<file path="config.mk">
export PLATFORM = sky130hd
export DESIGN_NAME = uart_tx_fifo
export DESIGN_NICKNAME = d
export VERILOG_FILES = /design/src/rtl/uart_tx_fifo.sv
export SDC_FILE = /design/constraint.sdc
export NUM_CORES = 1
export LEC_CHECK = 0
export CELL_PAD_IN_SITES_DETAIL_PLACEMENT = 1
export CELL_PAD_IN_SITES_GLOBAL_PLACEMENT = 1
export CORE_MARGIN = 2
export CORE_UTILIZATION = 51
export CTS_BUF_LIST = sky130_fd_sc_hd__clkbuf_8
export CTS_CLUSTER_SIZE = 20
export DETAILED_ROUTE_END_ITERATION = 12
export PLACE_DENSITY_LB_ADDON = 0.1
export SYNTH_ARGS = -nofsm -noshare
export SYNTH_HDL_FRONTEND = slang
export SYNTH_SLANG_ARGS = --single-unit
export TNS_END_PERCENT = 50
</file>
<file path="constraint.sdc">
create_clock -name clk -period 3.5 [get_ports clk]
set_input_delay 0.7 -clock clk [delete_from_list [all_inputs] [get_ports clk]]
set_output_delay 0.7 -clock clk [all_outputs]
set_load 0.005 [all_outputs]
</file>
<file path="src/rtl/uart_tx_fifo.sv">
// UART transmitter with a small input FIFO. Data width, parity and stop bits are configurable.
// Frames are sent back-to-back whenever the FIFO holds another word at the end of a stop period.
module uart_tx_fifo #(
  parameter int CLK_FREQ   = 5_000_000,
  parameter int BAUD_RATE  = 9600,
  parameter int DATA_BITS  = 8,
  parameter int PARITY     = 0,
  parameter int STOP_BITS  = 1,
  parameter int FIFO_DEPTH = 4
) (
  input  logic                        clk,
  input  logic                        rst_n,
  input  logic [DATA_BITS-1:0]        s_data,
  input  logic                        s_valid,
  output logic                        s_ready,
  output logic                        tx,
  output logic                        busy,
  output logic [$clog2(FIFO_DEPTH):0] fifo_count
);

  localparam int BAUD_DIV = (BAUD_RATE > 0) ? CLK_FREQ / BAUD_RATE : 0;
  localparam int CW       = (BAUD_DIV > 1) ? $clog2(BAUD_DIV) : 1;
  localparam int AW       = (FIFO_DEPTH > 1) ? $clog2(FIFO_DEPTH) : 1;

  localparam logic [CW-1:0] BAUD_LAST = CW'(BAUD_DIV - 1);
  localparam logic [AW:0]   FULL_CNT  = (AW+1)'(FIFO_DEPTH);
  localparam logic [3:0]    LAST_DATA = 4'(DATA_BITS - 1);
  localparam logic [3:0]    LAST_STOP = 4'(STOP_BITS - 1);

  localparam logic [2:0] S_IDLE   = 3'd0;
  localparam logic [2:0] S_START  = 3'd1;
  localparam logic [2:0] S_DATA   = 3'd2;
  localparam logic [2:0] S_PARITY = 3'd3;
  localparam logic [2:0] S_STOP   = 3'd4;

  if (DATA_BITS < 5 || DATA_BITS > 9) begin : g_bad_data_bits
    $error("uart_tx_fifo: DATA_BITS must be 5..9");
  end
  if (PARITY < 0 || PARITY > 2) begin : g_bad_parity
    $error("uart_tx_fifo: PARITY must be 0, 1 or 2");
  end
  if (STOP_BITS < 1 || STOP_BITS > 2) begin : g_bad_stop_bits
    $error("uart_tx_fifo: STOP_BITS must be 1 or 2");
  end
  if (FIFO_DEPTH < 2 || (FIFO_DEPTH & (FIFO_DEPTH - 1)) != 0) begin : g_bad_fifo_depth
    $error("uart_tx_fifo: FIFO_DEPTH must be a power of two >= 2");
  end
  if (BAUD_DIV < 2) begin : g_bad_baud_div
    $error("uart_tx_fifo: CLK_FREQ/BAUD_RATE must be at least 2");
  end

  logic [DATA_BITS-1:0] mem_q [FIFO_DEPTH];
  logic [AW-1:0]        wr_ptr_q, rd_ptr_q;
  logic [AW:0]          count_q, count_d;
  logic                 push, pop, load, nonempty;
  logic [DATA_BITS-1:0] head;

  logic [2:0]           state_q, state_d;
  logic [CW-1:0]        baud_q, baud_d;
  logic [3:0]           bit_q, bit_d;
  logic [DATA_BITS-1:0] shift_q, shift_d;
  logic                 par_q, par_d;
  logic                 tx_q, tx_d;
  logic                 busy_q, busy_d;
  logic                 tick;

  assign s_ready    = (count_q != FULL_CNT);
  assign push       = s_valid && s_ready;
  assign nonempty   = (count_q != '0);
  assign head       = mem_q[rd_ptr_q];
  assign tick       = (baud_q == BAUD_LAST);
  assign tx         = tx_q;
  assign busy       = busy_q;
  assign fifo_count = count_q;

  always_comb begin
    count_d = count_q;
    case ({push, pop})
      2'b10:   count_d = count_q + 1'b1;
      2'b01:   count_d = count_q - 1'b1;
      default: count_d = count_q;
    endcase
  end

  always_ff @(posedge clk) begin
    if (push) mem_q[wr_ptr_q] <= s_data;
  end

  always_ff @(posedge clk or negedge rst_n) begin
    if (!rst_n) begin
      wr_ptr_q <= '0;
      rd_ptr_q <= '0;
      count_q  <= '0;
    end else begin
      if (push) wr_ptr_q <= wr_ptr_q + 1'b1;
      if (pop)  rd_ptr_q <= rd_ptr_q + 1'b1;
      count_q <= count_d;
    end
  end

  always_comb begin
    state_d = state_q;
    baud_d  = tick ? '0 : baud_q + CW'(1);
    bit_d   = bit_q;
    shift_d = shift_q;
    par_d   = par_q;
    tx_d    = tx_q;
    busy_d  = busy_q;
    load    = 1'b0;
    case (state_q)
      S_IDLE: begin
        baud_d = '0;
        tx_d   = 1'b1;
        busy_d = 1'b0;
        if (nonempty) load = 1'b1;
      end
      S_START: begin
        if (tick) begin
          state_d = S_DATA;
          tx_d    = shift_q[0];
          bit_d   = '0;
        end
      end
      S_DATA: begin
        if (tick) begin
          if (bit_q == LAST_DATA) begin
            if (PARITY != 0) begin
              state_d = S_PARITY;
              tx_d    = par_q;
            end else begin
              state_d = S_STOP;
              tx_d    = 1'b1;
              bit_d   = '0;
            end
          end else begin
            shift_d = shift_q >> 1;
            tx_d    = shift_q[1];
            bit_d   = bit_q + 4'd1;
          end
        end
      end
      S_PARITY: begin
        if (tick) begin
          state_d = S_STOP;
          tx_d    = 1'b1;
          bit_d   = '0;
        end
      end
      S_STOP: begin
        if (tick) begin
          if (bit_q == LAST_STOP) begin
            // Another word waiting: skip IDLE so the next start bit follows with no gap.
            if (nonempty) begin
              load = 1'b1;
            end else begin
              state_d = S_IDLE;
              busy_d  = 1'b0;
              tx_d    = 1'b1;
            end
          end else begin
            bit_d = bit_q + 4'd1;
          end
        end
      end
      default: begin
        state_d = S_IDLE;
        tx_d    = 1'b1;
        busy_d  = 1'b0;
      end
    endcase
    if (load) begin
      state_d = S_START;
      shift_d = head;
      par_d   = (PARITY == 1) ? ~(^head) : ^head;
      baud_d  = '0;
      bit_d   = '0;
      tx_d    = 1'b0;
      busy_d  = 1'b1;
    end
  end

  assign pop = load;

  always_ff @(posedge clk or negedge rst_n) begin
    if (!rst_n) begin
      state_q <= S_IDLE;
      baud_q  <= '0;
      bit_q   <= '0;
      shift_q <= '0;
      par_q   <= 1'b0;
      tx_q    <= 1'b1;
      busy_q  <= 1'b0;
    end else begin
      state_q <= state_d;
      baud_q  <= baud_d;
      bit_q   <= bit_d;
      shift_q <= shift_d;
      par_q   <= par_d;
      tx_q    <= tx_d;
      busy_q  <= busy_d;
    end
  end

endmodule

</file>
==> impl.org, run 1 <==
** Floorplanning
- For this configuration, the core starts out at a cell density of 0.520.
- In this run the count of I/O pins placed on the die edge is 17.
- Number of standard-cell rows in the floorplan :: 28
- Floorplan die width :: between 80 and 90 um
- In this run the vertical extent of the chip is 81.0 um.
- Area of the core region :: 5820 um^2
- Total Die Area :: 6570 um^2

** Critical path
- Ordered list of cells on the worst path :: or4_4 -> or4b_4 -> a21boi_4 -> ha_1 -> inv_1 -> fa_1 -> xor2_1 -> nor2_1 -> xor2_1
- At the worst endpoint, the required time is around 3800 ps.
- Startpoint type of the worst setup path :: flip-flop
- Data arrives at the worst endpoint at 3170 ps.
- Among all stages on the critical path, the largest delay is contributed by sky130_fd_sc_hd__or4_4.
- Counting both buffers and inverters, the worst setup path holds a total of 1.
- The cell family contributing the most delay on the critical path is simple AND/OR/NAND/NOR gates.
- Highest cell delay on the worst timing path :: 580 ps
- Element type at the critical path end :: flip-flop
- Of all nets on the critical path, the largest fanout is 4.
- Type of the worst setup path :: flip-flop to flip-flop
- Most used cell, CP :: sky130_fd_sc_hd__xor2_1

** Global routing
- Number of global-route vias before repair :: 1924
- Entering global routing, the biggest net connects 35 pins.
- Total grt overflow :: 0
- The first global-routing pass estimated around 9.7 mm of wire.
- Across every metal layer, demand over resource in global routing totals 0.203.
- The number of antenna violations at the first check in global routing came to 0.

** Yosys
- Counting flops with a built-in enable in the synthesized netlist gives 32.
- Post-synthesis cell area :: approximately 3000 um^2
- Number of distinct library cells after synthesis :: 49
- Cells after synthesis :: 231
- Sequential fraction of the synthesis area :: 0.599
- The Yosys step of the flow raised 0 warnings.
- Flip-flop cell with the highest count after synthesis :: sky130_fd_sc_hd__dfrtp_1
- Synthesis-stage register bit count :: 66
- Post-synthesis net count :: 251
- After synthesis, the share of flip-flops with an asynchronous set or reset is 0.515.
- Avg Inst Size Synth :: 13.1 um^2

** Clock network
- The H-tree was split into 3 levels.
- TritonCTS built the clock tree.
- The clock passes through at most 2 buffers.
- Clock tree synthesis inserted a total of 9 buffers.
- The tree is rooted in a sky130_fd_sc_hd__clkbuf_8.
- Clock transition time at the flip-flop clock pins of the worst setup and hold paths :: 80 ps
- Clock tree synthesis found a total of 66 sinks.
- Total of cells resized after clock tree synthesis :: 0
- Post-CTS timing repair inserted 0 buffers for setup.
- The later pin in the worst-skew pair is clocked with a latency of ~350 ps.
- For this design, the CTS-stage hold fixing added 0 buffers.

** Finish
- Fraction of final layout cells with drive strength greater than 1 :: 0.143
- Number of nets in the finished design :: ~270
- The number of antenna diodes in the final layout is 0.
- Area growth, synth to finish :: 14.4%

** STA
- Hold slack :: about 500 ps
- Relative slew slack :: 0.562
- Setup violations remaining at the end of the flow were counted as 0.
- Actual slew at the worst max-slew pin :: between 600 and 700 ps
- The number of failing hold endpoints at the final stage came to 0.
- The final-report max-slew violation count was 0.
- Worst clock skew on the final layout :: roughly 11 ps
- Timing would allow up to between 300 and 400 MHz.
- For the final routed database, the setup TNS stands at 0 ps.
- Counting I/O delays and the setup requirement, the final critical path takes 2900 ps.
- Dividing the final minimum period by the clock period gives 0.829.
- Setup repair after global routing left no endpoint under its margin.

** Placed design
- Gpl congestion :: about 0.83
- Port buffering added 16 buffers.
- The wire-length estimate of the detail-placed layout is 3.93 mm.

** Drt
- After detailed routing, the number of vias per cell comes to 5.51.
- Average wire length per cell after detail routing :: roughly 17 um
- The first routing iteration left 57 violations.
- Routed wire length :: 5.78 mm
- Number of antenna-violating nets in the routed design :: 0
- Number of vias after detailed routing :: 1840
- For this run, the detailed router's first-pass iteration total came to 4.
- Remaining design rule violation count :: 0

** Min path
- Type of the worst min-delay path :: flip-flop to flip-flop

** Power and ir drop
- Pwr dens :: 746 nW/um^2
- Leakage Power :: 1.42 nW
- Peak supply drop :: 0.420 mV

** Status
- The run finished with clean final reports.

** Flow run
- Max Cap Violations :: 0
[cell families after synthesis]
logic type / Yosys count / synth area share
simple gates: 70 / 0.124
flops: 66 / 0.599
compound gates: 35 / 0.0769
buf+inv: 21 / 0.0310
mux: 16 / 0.0864
xor+xnor: 14 / 0.0430
fa+ha+maj: 9 / 0.0397
[cells in the final DEF, fill, tap and decap left out, types with 8 or more instances in the layout]
cell type / instances
sky130_fd_sc_hd__edfxtp_1: 32
sky130_fd_sc_hd__o21ai_0: 14
sky130_fd_sc_hd__nor2_1: 18
sky130_fd_sc_hd__clkbuf_8: 9
sky130_fd_sc_hd__clkdlybuf4s50_1: 16
sky130_fd_sc_hd__inv_1: 14
sky130_fd_sc_hd__ha_1: 8
sky130_fd_sc_hd__nand2_1: 16
sky130_fd_sc_hd__mux4_2: 8
sky130_fd_sc_hd__dfrtp_1: 33
[final timing paths]
check	startpoint	end	slack, ps	cells past startpoint
hold / removal	baud_q[0]	baud_q[0]	500	1
setup reg to reg	baud_q[4]	fifo_count[2]	600	9
min in group asynchronous	rst_n	fifo_count[2]	760	2
hold reg to reg	baud_q[0]	baud_q[0]	500	1
setup / recovery	baud_q[4]	fifo_count[2]	600	9
max in group asynchronous	rst_n	tx	2390	2
[routing by layer]
metal,GRT usage,part of all wire,up-vias
met5,0,0,-
met4,0.0763,0.0088,0
met3,0.0544,0.035,7
met2,0.342,0.50,29
met1,0.252,0.46,916
li1,-,-,888
[worst reg2reg max path, cell delays in order (launching register included)]
cell                       delay, ps
sky130_fd_sc_hd__dfrtp_1         420
sky130_fd_sc_hd__or4_4           580
sky130_fd_sc_hd__or4b_4          580
sky130_fd_sc_hd__a21boi_4        180
sky130_fd_sc_hd__ha_1            200
sky130_fd_sc_hd__inv_1            60
sky130_fd_sc_hd__fa_1            380
sky130_fd_sc_hd__xor2_1          150
sky130_fd_sc_hd__nor2_1          110
sky130_fd_sc_hd__xor2_1          160
[metrics by stage]
step	power, mW	worst slack (ps)	instances	utilization	instance area [um^2]
2_1_floorplan	1.70	579	231	-	3030
3_3_place_gp	1.92	684	318	0.561	3260
3_5_place_dp	1.96	590	318	0.561	3260
4_1_cts	2.62	557	334	0.596	3460
5_1_grt	2.76	367	334	0.596	3460
6_report	2.58	600	334	0.596	3460
[final cells by class]
class / instances / area (um^2)
multi-input cells: 144 / 1120
fillers: 582 / 2350
well taps: 75 / 93.8
clock inverters: 7 / 77.6
flip-flops and latches: 66 / 1810
inverters: 14 / 52.6
repair buffers: 19 / 183
clock buffers: 9 / 124
[report_power, final]
group | total (mW) | internal (mW) | leakage, nW | switching, mW
clock | 0.645 | 0.334 | 0.100 | 0.311
sequential | 1.22 | 1.03 | 0.721 | 0.181
combinational | 0.722 | 0.368 | 0.598 | 0.354
total | 2.58 | 1.74 | 1.42 | 0.846
[state kept, by name, summed over array words and instances, names as in the netlist]
register    flops
shift_q         8
bit_q           4
rd_ptr_q        2
state_q         3
tx              1
mem_q          32
busy            1
wr_ptr_q        2
fifo_count      3
baud_q         10
[synthesized netlist by cell type, types with 2 or more instances]
cell / count / area share
sky130_fd_sc_hd__dfrtp_1: 33 / 0.27
sky130_fd_sc_hd__edfxtp_1: 32 / 0.32
sky130_fd_sc_hd__nor2_1: 18 / 0.022
sky130_fd_sc_hd__nand2_1: 16 / 0.020
sky130_fd_sc_hd__inv_1: 14 / 0.017
sky130_fd_sc_hd__o21ai_0: 14 / 0.023
sky130_fd_sc_hd__ha_1: 8 / 0.033
sky130_fd_sc_hd__mux4_2: 8 / 0.060
sky130_fd_sc_hd__and3_1: 7 / 0.014
sky130_fd_sc_hd__mux2i_1: 7 / 0.023
sky130_fd_sc_hd__nand3_1: 7 / 0.012
sky130_fd_sc_hd__xnor2_1: 7 / 0.020
sky130_fd_sc_hd__xor2_1: 6 / 0.017
sky130_fd_sc_hd__a21oi_1: 5 / 0.0083
sky130_fd_sc_hd__nor3_1: 5 / 0.0083
sky130_fd_sc_hd__and2_1: 4 / 0.0083
sky130_fd_sc_hd__a31oi_1: 3 / 0.0062
sky130_fd_sc_hd__clkbuf_1: 3 / 0.0037
sky130_fd_sc_hd__a32o_1: 2 / 0.0066
sky130_fd_sc_hd__buf_4: 2 / 0.0050
sky130_fd_sc_hd__o41ai_1: 2 / 0.0058
(Power assumes the default switching activity.)
==> run 2: changes to the inputs <==
--- a/config.mk
+++ b/config.mk
@@ -8,7 +8,7 @@
 export CELL_PAD_IN_SITES_DETAIL_PLACEMENT = 1
 export CELL_PAD_IN_SITES_GLOBAL_PLACEMENT = 1
 export CORE_MARGIN = 2
-export CORE_UTILIZATION = 51
+export CORE_UTILIZATION = 46
 export CTS_BUF_LIST = sky130_fd_sc_hd__clkbuf_8
 export CTS_CLUSTER_SIZE = 20
 export DETAILED_ROUTE_END_ITERATION = 12
==> constraint.sdc (replaced) <==
create_clock -name clk -period 2.4 [get_ports clk]
set_input_delay 0.48 -clock clk [delete_from_list [all_inputs] [get_ports clk]]
set_output_delay 0.48 -clock clk [all_outputs]
set_load 0.005 [all_outputs]
==> run 2 against run 1 <==
Clock power increased by 60%. Largest power group unchanged. Maximum frequency increased by 10%. Sequential share of layout area decreased by 3.5 points. The run now ends with negative setup slack left. Register-to-register slack got worse by 830 ps. Final area increased by 7.2%. Die area increased by 10%. Worst setup slack got worse by 830 ps. Worst hold slack improved by 28 ps. Total power increased by 55%. Routed wire length increased by 4.1%.
==> impl.org, run 2 (synthesis gave the netlist of run 1 again) <==
** Clock network
- Clock tree synthesis inserted a total of 9 buffers.
- Number of setup buffers added after CTS :: 0
- Number of buffers added to fix hold violations after cts :: 0
- Buffer levels on the longest clock path :: 2
- Clock tree root buffer cell :: sky130_fd_sc_hd__clkbuf_8
- The H-tree was split into 3 levels.
- Sink count of the clock tree :: 66
- Clock transition time at the flip-flop clock pins of the worst setup and hold paths :: 80 ps
- Worst-skew pair later-pin latency :: approximately 350 ps
- TritonCTS clock tree :: done

** Power and ir drop
- The internal portion of the total power is 2.76 mW.
- Clock power frac :: 0.257
- Of the total power, registers draw 0.435.
- For this design the static power due to leakage is 1.57 nW.
- Of the total power, combinational logic draws 0.309.
- Peak supply drop :: 0.587 mV
- Pwr dens :: approximately 1100 nW/um^2
- The analysis attributes to net switching a power of ~1.2 mW.
- Fraction of power spent switching nets :: 0.312

** Global routing
- For met1 alone, demand over resource in global routing was 0.240.
- After global routing, the most crowded layer is met2.
- Met3 track utilization from global routing :: 0.0496
- The number of global-route vias before repair is around 2100.
- GRT Overall Usage :: 0.189
- Initial antenna violation count :: 0
- Entering global routing, the biggest net connects 35 pins.
- Global-route wire length before repair :: 10.3 mm
- Summed over all layers, the global routing overflow is 0.
- For met2 alone, demand over resource in global routing was 0.313.

** Critical path
- Type of the worst setup path :: flip-flop to flip-flop
- Startpoint type of the worst setup path :: flip-flop
- On the critical path the largest part of the delay comes from simple AND/OR/NAND/NOR gates.
- Slowest stage cell on the critical path :: sky130_fd_sc_hd__or4b_4
- Most used cell, CP :: sky130_fd_sc_hd__xor2_1
- Ordered list of cells on the worst path :: or4_4 -> or4b_4 -> a21boi_4 -> ha_4 -> inv_2 -> fa_2 -> xor2_1 -> nor2_1 -> xor2_1
- Required @ worst endpoint :: 2680 ps
- Reg-to-reg slack, setup :: -230 ps
- Highest cell delay on the worst timing path :: 540 ps
- Largest driver fanout on the critical path :: 2
- The worst setup path is captured at a flip-flop.
- The number of buffers and inverters on the critical path is 1.
- Data arrives at the worst endpoint at 2910 ps.

** Finish
- 0 antenna diodes ended up in the layout.
- Number of nets in the finished design :: 301
- The largest registers in the layout are mem_q (32), baud_q (10), shift_q (8).
- Of the cells placed in the final design, the portion with a size suffix greater than 1 is 0.241.
- Non-Filler Cell Area, Final :: 3710 um^2
- Counting flops per register, the top entry is mem_q.
- Final core utilization :: 0.584
- The register with the most flip-flops in the layout has 32 of them.
- Compared with the post-synthesis result, the final layout area differs by 22.6%.
- Most frequent standard cell in the layout excluding fill and tap cells :: sky130_fd_sc_hd__dfrtp_1
- Leaving out fill and tap cells, the most frequent cells in the layout are 33 x sky130_fd_sc_hd__dfrtp_1, 32 x sky130_fd_sc_hd__edfxtp_1, 30 x sky130_fd_sc_hd__buf_4.
- The filler cells instantiated in the layout total 649.

** Drt
- After detailed routing, the number of vias per cell comes to around 5.5.
- First drt pass iteration count :: 4
- After detailed routing, the number of remaining DRC violations is 0.
- Routed wire length :: 6.02 mm
- Average wire length per cell after detail routing :: ~17 um
- Number of antenna-violating nets in the routed design :: 0
- Number of vias after detailed routing :: 1990
- Detailed Route Iter0 Violations :: between 80 and 90

** STA
- Setup violations remaining at the end of the flow were counted as 2.
- The number of failing hold endpoints at the final stage is 0.
- Actual slew at the worst max-slew pin :: 659 ps
- Highest clock rate :: 380 MHz
- The smallest clock period supported by the final layout is computed as 2630 ps.
- In this run the tightest slew margin relative to its limit is 0.561.
- In the finished design, the share of the clock period the worst path needs comes to 1.10.
- Worst clock skew on the final layout :: roughly 11 ps
- Setup slack on the critical path of the routed design comes to -231 ps.
- Hold slack :: 524 ps
- Setup repair after global routing missed its margin :: true
- The final-report max-slew violation count was 0.

** Floorplanning
- Boundary Pins :: 17
- Floorplan die width :: 85.1 um
- Die extent in y :: 85.1 um
- For this configuration, the core starts out at a cell density of 0.477.
- In this run the standard cell core region covers 6350 um^2.
- The floorplan has 29 rows.
- The die covers 7240 um^2.

** Placed design
- In this run the cell area measured after placement is 3480 um^2.
- The congestion estimate from routability-driven global placement came to 0.722.
- Count of buffers inserted at the top-level ports :: 16
- HPWL after detailed placement :: 4.24 mm

** Status
- Violations in the final reports :: negative setup slack
- Run status :: complete, but fails checks

** Flow run
- Across the run, the number of max-cap violations was 0.

** Min path
- The min-delay analysis places its worst path in the category flip-flop to flip-flop.
-- run 2: cell type report --
| cell class | instances | area [um^2] | area share |
|---|---|---|---|
| Clock buffer | 9 | 124 | 0.0334 |
| Clock inverter | 7 | 96.3 | 0.0260 |
| Inverter | 14 | 52.6 | 0.0142 |
| Multi-Input combinational cell | 144 | 1140 | 0.308 |
| Sequential cell | 66 | 1810 | 0.489 |
| Tap cell | 77 | 96.3 | 0.0260 |
| Timing Repair Buffer | 46 | 385 | 0.104 |
-- run 2: worst paths after layout --
kind | to | from | depth (start not counted)
min | fifo_count[0] | fifo_count[0] | 1
max in group asynchronous | tx | rst_n | 2
min reg2reg | fifo_count[0] | fifo_count[0] | 1
min in group asynchronous | baud_q[3] | rst_n | 2
max | fifo_count[2] | baud_q[8] | 9
max reg2reg | fifo_count[2] | baud_q[8] | 9
-- run 2: what timing repair did --
item / in CTS / in global routing
pin swaps: 1 / 2
setup endpoints to repair: 2 / 3
gates resized for setup: 2 / 3
-- run 2: routing by layer --
metal / up-vias / wire length, um
li1: 939 / -
met1: 994 / 2660
met2: 45 / 3010
met3: 12 / 275
met4: 0 / 73
met5: - / 0
-- run 2: power by group through the flow --
| stage | Clock (mW) | Combinational (mW) | Sequential [mW] |
|---|---|---|---|
| global route | 1.09 | 1.39 | 1.79 |
| global placement | 0 | 1.19 | 1.75 |
| detailed placement | 0 | 1.23 | 1.76 |
| finish | 1.03 | 1.24 | 1.74 |
| floorplan | 0 | 0.835 | 1.66 |
| CTS | 1.05 | 1.24 | 1.75 |
-- run 2: per-stage QoR --
stage | TNS [ps] | setup WS [ps] | std cells | power (mW)
final | -350 | -231 | 363 | 4.00
after global routing | -492 | -323 | 363 | 4.27
after CTS | -355 | -238 | 363 | 4.04
after detailed placement | -394 | -234 | 347 | 2.99
after global placement | -247 | -176 | 347 | 2.94
after floorplan | -614 | -357 | 231 | 2.50
